$ cat src/rtl/uart_alu_engine.sv
// Byte-stream arithmetic engine for the osdvu uart core: receives opcode + two operands,
// computes the result and streams back an optional operand echo, the result and a flags byte.
module uart_alu_engine #(
  parameter int OPERAND_BYTES  = 2,
  parameter int ECHO           = 1,
  parameter int TIMEOUT_CYCLES = 12000000
) (
  input  logic       clk,
  input  logic       rst,
  input  logic       rx_strobe,
  input  logic [7:0] rx_data,
  input  logic       rx_error,
  input  logic       tx_busy,
  output logic       tx_start,
  output logic [7:0] tx_data,
  output logic       busy,
  output logic       frame_error
);

  localparam int W         = 8 * OPERAND_BYTES;
  localparam int SEQ_BYTES = (ECHO != 0) ? (3 * OPERAND_BYTES + 1) : (OPERAND_BYTES + 1);
  localparam int SEQ_W     = 8 * SEQ_BYTES;
  localparam int TO_W      = $clog2(TIMEOUT_CYCLES + 1);

  localparam logic [2:0]      LAST_BYTE = 3'(OPERAND_BYTES - 1);
  localparam logic [TO_W-1:0] TO_LIMIT  = TO_W'(TIMEOUT_CYCLES);
  localparam logic [3:0]      TX_LAST   = 4'(SEQ_BYTES - 1);

  typedef enum logic [2:0] {
    IDLE,
    RX_A,
    RX_B,
    CALC,
    TX_LOAD,
    TX_WAIT_HI,
    TX_WAIT_LO
  } state_t;

  state_t            state_q;
  logic [2:0]        opcode_q;
  logic [W-1:0]      opA_q;
  logic [W-1:0]      opB_q;
  logic [2:0]        byteCnt_q;
  logic [TO_W-1:0]   toCnt_q;
  logic [SEQ_W-1:0]  txShift_q;
  logic [3:0]        txLeft_q;
  logic [7:0]        txByte_q;
  logic              busy_q;
  logic              frameError_q;

  logic [W:0]        sum_d;
  logic [W-1:0]      result_d;
  logic              carry_d;
  logic [7:0]        flags_d;
  logic [SEQ_W-1:0]  seqInit_d;

  always_comb begin
    sum_d    = {1'b0, opA_q} + {1'b0, opB_q};
    result_d = '0;
    carry_d  = 1'b0;
    case (opcode_q)
      3'd0: begin
        result_d = sum_d[W-1:0];
        carry_d  = sum_d[W];
      end
      3'd1: begin
        result_d = opA_q - opB_q;
        carry_d  = (opA_q < opB_q);
      end
      3'd2:    result_d = opA_q & opB_q;
      3'd3:    result_d = opA_q | opB_q;
      3'd4:    result_d = opA_q ^ opB_q;
      default: result_d = '0;
    endcase
    flags_d = {carry_d, (result_d == '0), 6'b0};
  end

  // The whole response is packed MSB-first so transmission is a plain left shift.
  generate
    if (ECHO != 0) begin : g_echo
      assign seqInit_d = {opA_q, opB_q, result_d, flags_d};
    end else begin : g_noecho
      assign seqInit_d = {result_d, flags_d};
    end
  endgenerate

  always_ff @(posedge clk or posedge rst) begin
    if (rst) begin
      state_q      <= IDLE;
      opcode_q     <= '0;
      opA_q        <= '0;
      opB_q        <= '0;
      byteCnt_q    <= '0;
      toCnt_q      <= '0;
      txShift_q    <= '0;
      txLeft_q     <= '0;
      txByte_q     <= '0;
      busy_q       <= 1'b0;
      frameError_q <= 1'b0;
    end else begin
      frameError_q <= 1'b0;
      busy_q       <= (state_q != IDLE);
      case (state_q)
        IDLE: begin
          if (rx_strobe) begin
            if (rx_data <= 8'h04) begin
              opcode_q  <= rx_data[2:0];
              opA_q     <= '0;
              opB_q     <= '0;
              byteCnt_q <= '0;
              toCnt_q   <= '0;
              state_q   <= RX_A;
            end else begin
              txByte_q <= 8'hEE;
              txLeft_q <= '0;
              state_q  <= TX_LOAD;
            end
          end
        end

        // Error beats strobe, strobe beats timeout.
        RX_A, RX_B: begin
          if (rx_error || (!rx_strobe && (toCnt_q == TO_LIMIT))) begin
            frameError_q <= 1'b1;
            byteCnt_q    <= '0;
            toCnt_q      <= '0;
            state_q      <= IDLE;
          end else if (rx_strobe) begin
            toCnt_q <= '0;
            if (state_q == RX_A) begin
              opA_q <= (opA_q << 8) | W'(rx_data);
            end else begin
              opB_q <= (opB_q << 8) | W'(rx_data);
            end
            if (byteCnt_q == LAST_BYTE) begin
              byteCnt_q <= '0;
              state_q   <= (state_q == RX_A) ? RX_B : CALC;
            end else begin
              byteCnt_q <= byteCnt_q + 3'd1;
            end
          end else begin
            toCnt_q <= toCnt_q + TO_W'(1);
          end
        end

        CALC: begin
          txByte_q  <= seqInit_d[SEQ_W-1 -: 8];
          txShift_q <= seqInit_d << 8;
          txLeft_q  <= TX_LAST;
          state_q   <= TX_LOAD;
        end

        TX_LOAD: begin
          if (!tx_busy) begin
            state_q <= TX_WAIT_HI;
          end
        end

        TX_WAIT_HI: begin
          if (tx_busy) begin
            state_q <= TX_WAIT_LO;
          end
        end

        TX_WAIT_LO: begin
          if (!tx_busy) begin
            if (txLeft_q == '0) begin
              state_q <= IDLE;
            end else begin
              txByte_q  <= txShift_q[SEQ_W-1 -: 8];
              txShift_q <= txShift_q << 8;
              txLeft_q  <= txLeft_q - 4'd1;
              state_q   <= TX_LOAD;
            end
          end
        end

        default: state_q <= IDLE;
      endcase
    end
  end

  // Start is decoded from the registered state so the first byte goes out two clocks after the last strobe.
  assign tx_start    = (state_q == TX_LOAD) && !tx_busy;
  assign tx_data     = txByte_q;
  assign busy        = busy_q;
  assign frame_error = frameError_q;

endmodule
$ cat config.mk
export PLATFORM = sky130hd
export DESIGN_NAME = uart_alu_engine
export DESIGN_NICKNAME = d
export VERILOG_FILES = /design/src/rtl/uart_alu_engine.sv
export SDC_FILE = /design/constraint.sdc
export NUM_CORES = 1
export LEC_CHECK = 0
export CAP_MARGIN = 20
export CORE_ASPECT_RATIO = 2
export CORE_UTILIZATION = 50
export CTS_BUF_LIST = sky130_fd_sc_hd__clkbuf_8
export DETAILED_ROUTE_END_ITERATION = 7
export PLACE_DENSITY = 0.74
export SKIP_LAST_GASP = 1
export SLEW_MARGIN = 20
export SYNTH_ARGS = -nofsm -noshare
export SYNTH_HDL_FRONTEND = slang
export SYNTH_SLANG_ARGS = --single-unit
export TNS_END_PERCENT = 100
$ cat constraint.sdc
create_clock -name clk -period 9.8 [get_ports clk]
set_input_delay 1.96 -clock clk [delete_from_list [all_inputs] [get_ports clk]]
set_output_delay 1.96 -clock clk [all_outputs]
set_load 0.1 [all_outputs]
After elaboration in Yosys (flattened, before gate mapping)
Cells that the tools add are included.
{"block": "totals", "out_inout_bits": 11, "elab_cells": 119, "inputBits": 13, "register_bits": 135}
{"block": "op_classes", "n_reduce_logical": 22, "order_cmp": 2, "mux": 49, "eq_ne": 25, "bitwise": 5, "n_addsub": 5}
{"operator": "2-to-1 mux 16 bit", "n": 8}
{"operator": "2-to-1 mux 56 bit", "n": 2}
{"operator": "case mux 56 bit (2 select lines)", "n": 1}
{"operator": "2-to-1 mux 24 bit", "n": 4}
{"operator": "case mux 16 bit (5 select lines)", "n": 1}
{"operator": "case mux 16 bit (2 select lines)", "n": 2}
{"operator": "case mux 24 bit (2 select lines)", "n": 1}
{"operator": "2-to-1 mux 3 bit", "n": 14}
{"operator": "2-to-1 mux 8 bit", "n": 4}
{"operator": "bitwise OR 16 x 8 -> 16 bit", "n": 2}
{"operator": "adder 24 x 1 -> 24 bit, second input constant", "n": 1}
{"operator": "== test 24 bit, second input constant", "n": 1}
{"operator": "case mux 8 bit (3 select lines)", "n": 1}
{"operator": "!= test 2 bit, second input constant", "n": 11}
{"operator": "case mux 3 bit (6 select lines)", "n": 1}
{"operator": "AND reduction 6 bit", "n": 3}
{"operator": "adder 16 x 16 -> 17 bit", "n": 1}
{"operator": "bitwise AND 16 bit", "n": 1}
{"operator": "zero test 16 bit", "n": 1}
{"operator": "< comparator 16 bit", "n": 1}
{"operator": "2-to-1 mux 4 bit", "n": 4}
{"operator": "bitwise OR 16 bit", "n": 1}
{"operator": "subtractor 16 bit", "n": 1}
{"operator": "bitwise XOR 16 bit", "n": 1}
{"operator": "22 further kinds", "n": 40}

Logic depth before layout (Yosys ltp)
{"block": "logic_depth", "depth_word": 6, "depth_mapped": 12, "depth_no_buf": 12}

Worst setup path after synthesis
OpenSTA, ideal clock, no wires.
{"block": "synth_timing", "path_type": "input port to output port", "start": "in tx_busy", "end": "out tx_start", "path_stages": 1, "slack_ps": 3817, "t_required_ps": 7840, "arrival_ps": 4023, "cell_sequence": "nor3_1"}
{"block": "synth_between", "elab_chain_cells": 2}
{"element": "start: declaration", "line": "13", "source": "input logic tx_busy,"}
{"element": "zero test 1 bit", "line": "184", "source": "assign tx_start = (state_q == TX_LOAD) && !tx_busy;"}
{"element": "logical AND 1 bit", "line": "184"}
{"element": "end: declaration", "line": "14", "source": "output logic tx_start,"}
No other way between the ends.

Worst setup path in the final report
Same ends and word-level chain as after synthesis.

==> reports/metrics.csv <==
stage,metric,value,unit
outcome,run_status,"complete, no violations",
routing,ant_nets,0,
clock_tree,cts.sinks,121,
floorplan,die_height,185.2,µm
synth,avgSynthCellArea,8.160,µm²
setup_path,cp_data_arrival_time,3.77,ns
synth,synth.most_common_cell,sky130_fd_sc_hd__dfrtp_1,
synth,yosysTopAreaCell,sky130_fd_sc_hd__dfrtp_1,
timing,setup_viol,0,
clock_tree,clock-root-buffer,sky130_fd_sc_hd__clkbuf_8,
worst_hold_path,hold_path.class,register to register,
place,dp_slack,4.066,ns
synth,synth_commonest_cells,"121 x sky130_fd_sc_hd__dfrtp_1, 112 x sky130_fd_sc_hd__nand2_1, 106 x sky130_fd_sc_hd__nor2_1",
cells_and_area,final_net_count,1096,
synth,synth_enable_flop_cells,0,
setup_path,reg2reg_depth,10,
timing,hold-worst-slack,0.4853,ns
synth,synth_top_area_share,36.10,%
routing,routed_wire_length_on_met2,13940,µm
place,place_congestion,0.9659,
cells_and_area,finish.instance_area,0.009110,mm²
routing,drt_pass1_iterations,5,
pwr,switching_share,51.84,%
synth,ys.flop_type,sky130_fd_sc_hd__dfrtp_1,
cells_and_area,postLayoutCoreUtil,55.72,%
routing,vias,7730,
routing,drt_wl_total,26680,µm
setup_path,r2r-start,opB_q[0],
worst_hold_path,worst_hold_path.endpoint,txShift_q[53],
pwr,irDropWorstVdd,0.2867,mV
clock_tree,worstSkewPairLatency,0.48,ns
synth,synth.yosys.warnings,0,
setup_path,timing.reg2reg.setup_slack,5.68,ns
grt,number_of_antenna_violations_at_the_first_check_in_global_routing,0,
grt,pin_count_of_the_biggest_net_entering_global_routing,76,
pwr,net-switching-power,1.632,mW
synth,postSynthRegisterBits,121,
routing,initialDrtViolationCount,401,
synth,synth_top_cells_by_area,"sky130_fd_sc_hd__dfrtp_1 36%, sky130_fd_sc_hd__ha_1 8.2%, sky130_fd_sc_hd__o21ai_0 6.0%",
clock_tree,cts_tree,done,
grt,grt_pass1_vias,7674,
floorplan,coreArea,0.01635,mm²
setup_path,timing.critical_path.fanout_max,4,
setup_path,reg2reg_end,txShift_q[14],
pwr,clock_share_of_power,14.1,%
pwr,proportion_of_power_drawn_by_combinational_gates,62.0,%
pwr,leakagePower,3.908,nW
timing,clock_skew,0.02688,ns
timing,rsz0062_at_grt,false,
floorplan,boundaryPins,24,
synth,fraction_of_the_yosys_area_taken_by_sequential_cells,36.10,%
clock_tree,cts_setup_buffers,0,
clock_tree,clk_pin_slew,0.06,ns
routing,maxUsedRoutingLayer,met4,
timing,max-slew-margin-rel,17.51,%
place,numPlacedInstances,1203,
routing,met1_wirelength,9337,µm
setup_path,critical_path_required,7.84,ns
floorplan,die-area,0.01733,mm²
synth,syn_inst,1028,
timing,final_max_slew_viol_count,0,
routing,dr_wl_met3,1005,µm
flow_run,cap_violations,0,
clock_tree,ctsHoldBuffers,0,
pwr,internal_power,1.516,mW
pwr,power_frac_seq,23.9,%
place,post-dp-hpwl,20160,µm
clock_tree,cts_max_path_buffers,3,
synth,synth_cell_area,0.008388,mm²
place,post_dp_cell_area,0.008713,mm²
cells_and_area,fin_cells,1235,
pwr,power.density,345.5,mW/mm²
clock_tree,cts_made_buffers,25,
clock_tree,cts_repair_resize_count,0,
floorplan,num_rows,66,
synth,synth_nets,1098,
cells_and_area,multi_input_combinational_cell_area,0.004901,mm²
routing,drc,0,
grt,grt_pass1_wl,41420,µm
floorplan,start_util,51.30,%
worst_hold_path,hold_path_startpoint,txShift_q[53],
routing,wire_per_inst,21.61,µm
cells_and_area,post_route_cells_drive_above_1_share,6.596,%
timing,layout_setup_ws,4.072,ns
clock_tree,htreeDepth,4,
grt,grt_util_all_layers,32.32,%
floorplan,die_w,93.59,µm
cells_and_area,layout-area-overhead-vs-synth,8.607,%
grt,global_route.overflow_total,0,
setup_path,critical_path.endpoint_type,output pin,
timing,fmax,174.6,MHz
timing,totalNegativeSetupSlack,0,ns
pwr,p_total,3.147,mW
setup_path,crit_path_start_kind,primary input,
timing,tightest_slew,1.222,ns
cells_and_area,filler_cell_count,1535,
cells_and_area,regArea,0.003028,mm²
synth,synth_async_sr_flop_share,100.0,%
routing,viasPerCell,6.259,
cells_and_area,insertedDiodeCount,0,
timing,final-hold-violation-count,0,
timing,final.period_utilization,58.45,%
synth,synth_cell_type_count,74,
timing,min_period,5.728,ns
place,i_o_buffers,23,
worst_hold_path,whs_path_depth,2,
setup_path,setup.worst_path.class,primary input to output pin,
-- how the worst max path moves through the flow --
stage	start	to	slack [ns]	cells after the start
2_1_floorplan	tx_busy	tx_start	3.82	1
3_3_place_gp	tx_busy	tx_start	4.08	3
3_5_place_dp	tx_busy	tx_start	4.07	3
4_1_cts	tx_busy	tx_start	4.07	3
5_1_grt	tx_busy	tx_start	4.05	3
6_report	tx_busy	tx_start	4.07	3
-- worst max-delay path, cell delays in order --
cell and delay, ns:
sky130_fd_sc_hd__clkdlybuf4s50_1 0.46, sky130_fd_sc_hd__nor3_1 0.18, sky130_fd_sc_hd__clkdlybuf4s50_1 1.16
-- final cells by class --
class	count	area share, %
Multi-Input combinational cell	786	53.80
Sequential cell	121	33.24
Clock buffer	27	4.079
Timing Repair Buffer	34	3.434
Tap cell	204	2.802
Inverter	58	2.417
Clock inverter	5	0.2335
-- registers in the layout, summed over array words and instances, names as in the netlist --
| name | flops |
|---|---|
| txLeft_q | 4 |
| byteCnt_q | 3 |
| state_q | 3 |
| opcode_q | 3 |
| tx_data | 8 |
| txShift_q | 42 |
| opA_q | 16 |
| opB_q | 16 |
| busy | 1 |
| frame_error | 1 |
| toCnt_q | 24 |
-- cell usage in the layout (no fill, tap or decap), types with 9 or more instances in the layout --
cell type,netlist,routed
sky130_fd_sc_hd__o31ai_1,22,22
sky130_fd_sc_hd__nor3_1,20,19
sky130_fd_sc_hd__o21ai_0,101,100
sky130_fd_sc_hd__nor4_1,10,10
sky130_fd_sc_hd__a21oi_1,71,71
sky130_fd_sc_hd__a31oi_1,19,19
sky130_fd_sc_hd__nand3_1,27,27
sky130_fd_sc_hd__nand2b_1,19,19
sky130_fd_sc_hd__o211ai_1,17,17
sky130_fd_sc_hd__dfrtp_1,121,121
sky130_fd_sc_hd__a21o_1,19,19
sky130_fd_sc_hd__xnor2_1,9,9
sky130_fd_sc_hd__nor2b_1,9,9
sky130_fd_sc_hd__nand2_1,112,112
sky130_fd_sc_hd__inv_1,57,59
sky130_fd_sc_hd__clkdlybuf4s50_1,0,23
sky130_fd_sc_hd__nor2_1,106,105
sky130_fd_sc_hd__xor2_1,9,9
sky130_fd_sc_hd__clkbuf_8,0,27
sky130_fd_sc_hd__buf_4,1,11
sky130_fd_sc_hd__a211oi_1,10,10
sky130_fd_sc_hd__ha_1,55,55
sky130_fd_sc_hd__or3_1,11,10
-- logic make-up (layout without fill, tap and decap cells) --
logic type / Yosys count / after routing / share of synthesized area (%)
AO/OA/AOI/OAI: 344 / 344 / 26.73
flip-flops: 121 / 121 / 36.10
XOR/XNOR: 18 / 18 / 1.880
adder cells (fa/ha/maj): 57 / 57 / 8.681
multiplexers: 8 / 8 / 0.9845
AND/OR/NAND/NOR: 359 / 359 / 19.90
buffers and inverters: 121 / 124 / 5.728
-- layer usage --
metal  GRT usage [%]  vias up
met2           58.03      251
met4           27.08        0
met3           4.598      127
met1           32.10     3685
li1                -     3667
met5               0        -
-- power by group through the flow --
stage / clock network [mW] / registers, mW / logic [mW]
2_1_floorplan: 0 / 0.818 / 1.29
3_3_place_gp: 0 / 0.752 / 1.88
3_5_place_dp: 0 / 0.760 / 1.90
4_1_cts: 0.449 / 0.750 / 1.91
5_1_grt: 0.469 / 0.771 / 2.09
6_report: 0.444 / 0.753 / 1.95
Note: power is estimated with default switching activity, not from simulation.
